File: src/rtl/mem_stage.sv
// Memory stage: buffers one instruction, runs a single bus access for loads/stores
// and presents the writeback/forwarding result. Optional MEM_TIMEOUT_EN adds an access timeout and bus_err.
module mem_stage (
   input  logic        clk,
   input  logic        rst_n,
   input  logic        clk_en,
   input  logic [31:0] alu_in,
   input  logic [31:0] store_in,
   input  logic [31:0] inst_in,
   input  logic [29:0] ip_in,
   input  logic [2:0]  wb_lines_in,
   input  logic        mem_req_in,
   input  logic        mem_we_in,
   output logic        mem_valid,
   output logic        mem_we,
   output logic [31:0] mem_addr,
   output logic [31:0] mem_wdata,
   input  logic        mem_ready,
   input  logic [31:0] mem_rdata,
   output logic        stall,
   output logic        wb_en,
   output logic [4:0]  wb_addr,
   output logic [31:0] wb_data
`ifdef MEM_TIMEOUT_EN
   ,
   output logic        bus_err
`endif
);

   typedef enum logic [1:0] {IDLE, ACCESS, DONE} state_t;

   state_t      state_q, state_d;
   logic [31:0] aluBuf_q, storeBuf_q, loadData_q;
   logic [29:0] ipBuf_q;
   logic [4:0]  rdBuf_q;
   logic [2:0]  wbLines_q;
   logic        memReq_q, memWe_q;
   logic        instValid_q, instValid_d;
   logic        capture, loadLatch, isStore;
   logic        unusedInstBits;

`ifdef MEM_TIMEOUT_EN
   logic [7:0]  count_q, count_d;
   logic        timedOut_q, busErr_q, timeout;
`endif

   assign unusedInstBits = ^{inst_in[31:26], inst_in[20:0]};

   assign capture   = clk_en && (state_q != ACCESS);
   assign loadLatch = (state_q == ACCESS) && mem_ready && !memWe_q;
   assign isStore   = memReq_q && memWe_q;

   // A held buffer must not write back twice, so validity lasts only one
   // non-stalled cycle after capture.
   assign instValid_d = capture ? 1'b1 : ((state_q == ACCESS) ? instValid_q : 1'b0);

   // DONE leaves after one cycle; a memory instruction captured in DONE
   // starts its access immediately instead of being dropped.
   always_comb begin
      state_d = state_q;
`ifdef MEM_TIMEOUT_EN
      timeout = 1'b0;
`endif
      case (state_q)
         IDLE, DONE: begin
            if (capture && mem_req_in) state_d = ACCESS;
            else                       state_d = IDLE;
         end
         ACCESS: begin
            if (mem_ready) begin
               state_d = DONE;
            end
`ifdef MEM_TIMEOUT_EN
            else if (count_q == 8'd255) begin
               state_d = DONE;
               timeout = 1'b1;
            end
`endif
         end
         default: state_d = IDLE;
      endcase
   end

   always_ff @(posedge clk or negedge rst_n) begin
      if (!rst_n) begin
         state_q     <= IDLE;
         aluBuf_q    <= '0;
         storeBuf_q  <= '0;
         ipBuf_q     <= '0;
         rdBuf_q     <= '0;
         wbLines_q   <= '0;
         memReq_q    <= 1'b0;
         memWe_q     <= 1'b0;
         instValid_q <= 1'b0;
         loadData_q  <= '0;
      end else begin
         state_q     <= state_d;
         instValid_q <= instValid_d;
         if (capture) begin
            aluBuf_q   <= alu_in;
            storeBuf_q <= store_in;
            ipBuf_q    <= ip_in;
            rdBuf_q    <= inst_in[25:21];
            wbLines_q  <= wb_lines_in;
            memReq_q   <= mem_req_in;
            memWe_q    <= mem_we_in;
         end
         if (loadLatch) begin
            loadData_q <= mem_rdata;
         end
`ifdef MEM_TIMEOUT_EN
         else if (timeout) begin
            loadData_q <= '0;
         end
`endif
      end
   end

`ifdef MEM_TIMEOUT_EN
   // count_q holds the number of the current ACCESS cycle, starting at 1.
   always_comb begin
      count_d = count_q;
      if (capture && mem_req_in)
         count_d = 8'd1;
      else if ((state_q == ACCESS) && !mem_ready && (count_q != 8'd255))
         count_d = count_q + 8'd1;
   end

   always_ff @(posedge clk or negedge rst_n) begin
      if (!rst_n) begin
         count_q    <= '0;
         timedOut_q <= 1'b0;
         busErr_q   <= 1'b0;
      end else begin
         count_q <= count_d;
         if (capture)      timedOut_q <= 1'b0;
         else if (timeout) timedOut_q <= 1'b1;
         if (timeout)      busErr_q   <= 1'b1;
      end
   end

   assign bus_err = busErr_q;
`endif

   assign mem_valid = (state_q == ACCESS);
   assign stall     = (state_q == ACCESS);
   assign mem_we    = (state_q == ACCESS) && memWe_q;
   assign mem_addr  = aluBuf_q;
   assign mem_wdata = storeBuf_q;
   assign wb_addr   = rdBuf_q;

   always_comb begin
      wb_en = wbLines_q[0] && (rdBuf_q != 5'd0) && (state_q != ACCESS) &&
              instValid_q && !isStore;
`ifdef MEM_TIMEOUT_EN
      wb_en = wb_en && !timedOut_q;
`endif
   end

   always_comb begin
      wb_data = '0;
      case (wbLines_q[2:1])
         2'd0:    wb_data = aluBuf_q;
         2'd1:    wb_data = loadData_q;
         2'd2:    wb_data = {ipBuf_q + 30'd1, 2'b00};
         default: wb_data = '0;
      endcase
   end

endmodule

File: config.mk
export PLATFORM = sky130hd
export DESIGN_NAME = mem_stage
export DESIGN_NICKNAME = d
export VERILOG_FILES = /design/src/rtl/mem_stage.sv
export SDC_FILE = /design/constraint.sdc
export NUM_CORES = 1
export LEC_CHECK = 0
export ABC_AREA = 1
export CAP_MARGIN = 25
export CELL_PAD_IN_SITES_DETAIL_PLACEMENT = 1
export CELL_PAD_IN_SITES_GLOBAL_PLACEMENT = 1
export CORE_MARGIN = 4
export CORE_UTILIZATION = 33
export CTS_CLUSTER_DIAMETER = 120
export CTS_CLUSTER_SIZE = 40
export DETAILED_ROUTE_END_ITERATION = 12
export PLACE_DENSITY = 0.84
export SYNTH_ARGS = -nofsm -noshare
export SYNTH_HDL_FRONTEND = slang
export SYNTH_SLANG_ARGS = --single-unit
File: constraint.sdc
create_clock -name clk -period 4.2 [get_ports clk]
set_input_delay 0.42 -clock clk [delete_from_list [all_inputs] [get_ports clk]]
set_output_delay 0.42 -clock clk [all_outputs]
set_load 0.1 [all_outputs]
==> flow_metrics.tcl <==
set metrics [dict create \
    portBuffers 244 \
    cp.arrival_ps 2660 \
    pin_count 272 \
    worstSetupPathType "reg2out" \
    synth_edf_count 0 \
    p_leak_nw 4.829 \
    finalSetupTns_ps 0 \
    worst_ep_required_time_ps 3780 \
    setup_viol 0 \
    ys_types 28 \
    vdd_drop_max_mv 0.3094 \
    die-area_um2 22690 \
    cp_slowest_cell "clkdlybuf4s50_1" \
    vias 6788 \
    yosys.area.top_type_share 0.5182 \
    rsz0062_at_grt "no" \
    cts_buffer_depth 2 \
    start_kind "flop" \
    drv_cap 0 \
    drcViolationCount 0 \
    dpl.hpwl_um 18290 \
    grt_antenna_before_repair 5 \
    worst_clock_skew_ps 7.464 \
    cp_slowest_stage_delay_ps 1170 \
    cp_max_fo 36 \
    dominantRegCellSynth "dfrtp_1" \
    grt_max_degree 86 \
    ys_seq_area_frac 0.5182 \
    grt_use_total 0.2250 \
    ctsHoldBuffers 0 \
    clk_latency_ps 410 \
    drtAntennaViolNets 0 \
    yosysMostFrequentCell "nand2_1" \
    core_um2 19720 \
    relSlewSlack 0.2960 \
    start_util 0.3404 \
    hold_violations 0 \
    yosysTopAreaCell "dfrtp_1" \
    syn_to_final_growth_pct 47.81 \
    power_density_nw_per_um2 698.2 \
    clkSinkCount 139 \
    outcome "finished clean" \
    slew_viol_final 0 \
    finalCritPeriodShare 0.7340 \
    path_clk_slew_ps 60 \
    row_count 51 \
    firstDrtPassIters 5 \
    hold_class "in2async" \
    finalInstanceArea_um2 9922 \
    synth_area_leaders "dfrtp_1, nand2_1, nand3_1, inv_1, a22o_1" \
    drive_above_1_share 0.08363 \
    syn_inst 890 \
    grt_pass1_vias 7272 \
    max_freq_ghz 0.3244 \
    cts_tree "yes" \
    crit_chain "clkinv_1 > buf_4 > o2111ai_1 > a21oi_1 > clkdlybuf4s50_1" \
    worst_slew_pin_slew_ps 1053 \
    fp.dieH_um 150.6 \
    wl_per_cell_um 18.07 \
    placed_cell_area_um2 9309 \
    fin_util 0.5032 \
    ys_ff_latch 139 \
    yosys-top-cells-count "nand2_1, dfrtp_1, nand3_1" \
    critPathCaptureType "primary output" \
    die_w_um 150.6 \
    cts_htree_levels 4 \
    num-nets-final 1291 \
    fin_crit_ps 3083 \
    syn_area_um2 6713 \
    syn_nets 1058 \
    avgViaCountPerCell 4.842 \
    routabilityCongestion 0.8702 \
    synth_warnings 0 \
    post_cts_resized 0 \
    overflow 0 \
    synthArstFlopShare 1.000 \
    synth_area_per_cell_um2 7.542 \
    clockRootBuffer "clkbuf_16" \
    cts_buffers 17 \
    wl_um 25330 \
    nFillCells 2400 \
    p_total_mw 6.928 \
    drt_iter0_drc 246 \
    grt_pass1_wl_um 39650 \
    postCtsSetupBuffers 0 \
]
==> cells in the final DEF (no fill, tap or decap), types with 4 or more instances in the layout <==
cell type        count
a22o_1              17
o211ai_1             4
clkdlybuf4s50_1    210
nor2_1              34
a21oi_1              4
clkinv_4             4
o21ai_0             25
o21bai_1             5
nor2_4               6
nand3_1             79
nand2_1            467
buf_4               41
dfrtp_1            139
inv_1               46
nor2_2               7
clkbuf_16           17
==> layer usage <==
layer,GRT usage,share of wire
met4,0.07026,0.022
met5,0,0.0018
met1,0.2724,0.41
met3,0.07766,0.076
met2,0.3781,0.49
==> critical path: cells and delay by family (launching register included) <==
| kind | cells | cell delay, ps |
|---|---|---|
| AOI/OAI and AO/OA | 2 | 300 |
| buffers and inverters | 3 | 1570 |
| DFF | 1 | 360 |
==> where the power goes <==
part / internal, mW / leakage [nW] / switching [mW]
sequential: 1.69 / 1.71 / 0.272
clock: 0.956 / 0.294 / 0.624
combinational: 0.774 / 2.82 / 2.61
==> final timing paths <==
| kind | cells after the start | endpoint | slack, ps | from |
|---|---|---|---|---|
| max | 5 | wb_en | 1120 | memWe_q |
| min | 1 | mem_addr[8] | 30 | rst_n |
| max reg2reg | 7 | loadData_q[5] | 2170 | state_q[1] |
| min reg2reg | 2 | loadData_q[9] | 470 | loadData_q[9] |
| max in group asynchronous | 2 | loadData_q[18] | 3200 | rst_n |
| min in group clk | 2 | loadData_q[9] | 470 | loadData_q[9] |
==> state kept, by name, indices dropped and copies added, names as in the netlist <==
signal and flops:
ipBuf_q 30, loadData_q 32, wb_addr 5, state_q 2
memWe_q 1, memReq_q 1, mem_addr 32, wbLines_q 3
instValid_q 1, mem_wdata 32
==> cell families after synthesis <==
kind of cell | synth area share
AND/OR/NAND/NOR | 0.3644
flip-flops | 0.5182
buffers and inverters | 0.05871
AO/OA/AOI/OAI | 0.05685
adder cells (fa/ha/maj) | 0.001864
==> area by class of cell <==
type	count	area, um2	area share
Tap cell	265	331.6	0.03342
Multi-Input combinational cell	661	2848	0.2870
Sequential cell	139	3478	0.3506
Antenna cell	1	2.502	0.0002522
Clock inverter	13	167.7	0.01690
Inverter	50	190.2	0.01917
Clock buffer	19	442.9	0.04464
Timing Repair Buffer	254	2461	0.2480
==> metrics by stage <==
step / cells / setup slack, ps / hold slack (ps)
6_report: 1402 / 1117 / 33.07
5_1_grt: 1402 / 971.4 / 92.07
4_1_cts: 1401 / 1062 / 76.43
3_5_place_dp: 1369 / 1532 / 460.0
3_3_place_gp: 1369 / 1512 / 454.2
2_1_floorplan: 890 / 1199 / 124.4
Note: power is estimated with default switching activity, not from simulation.
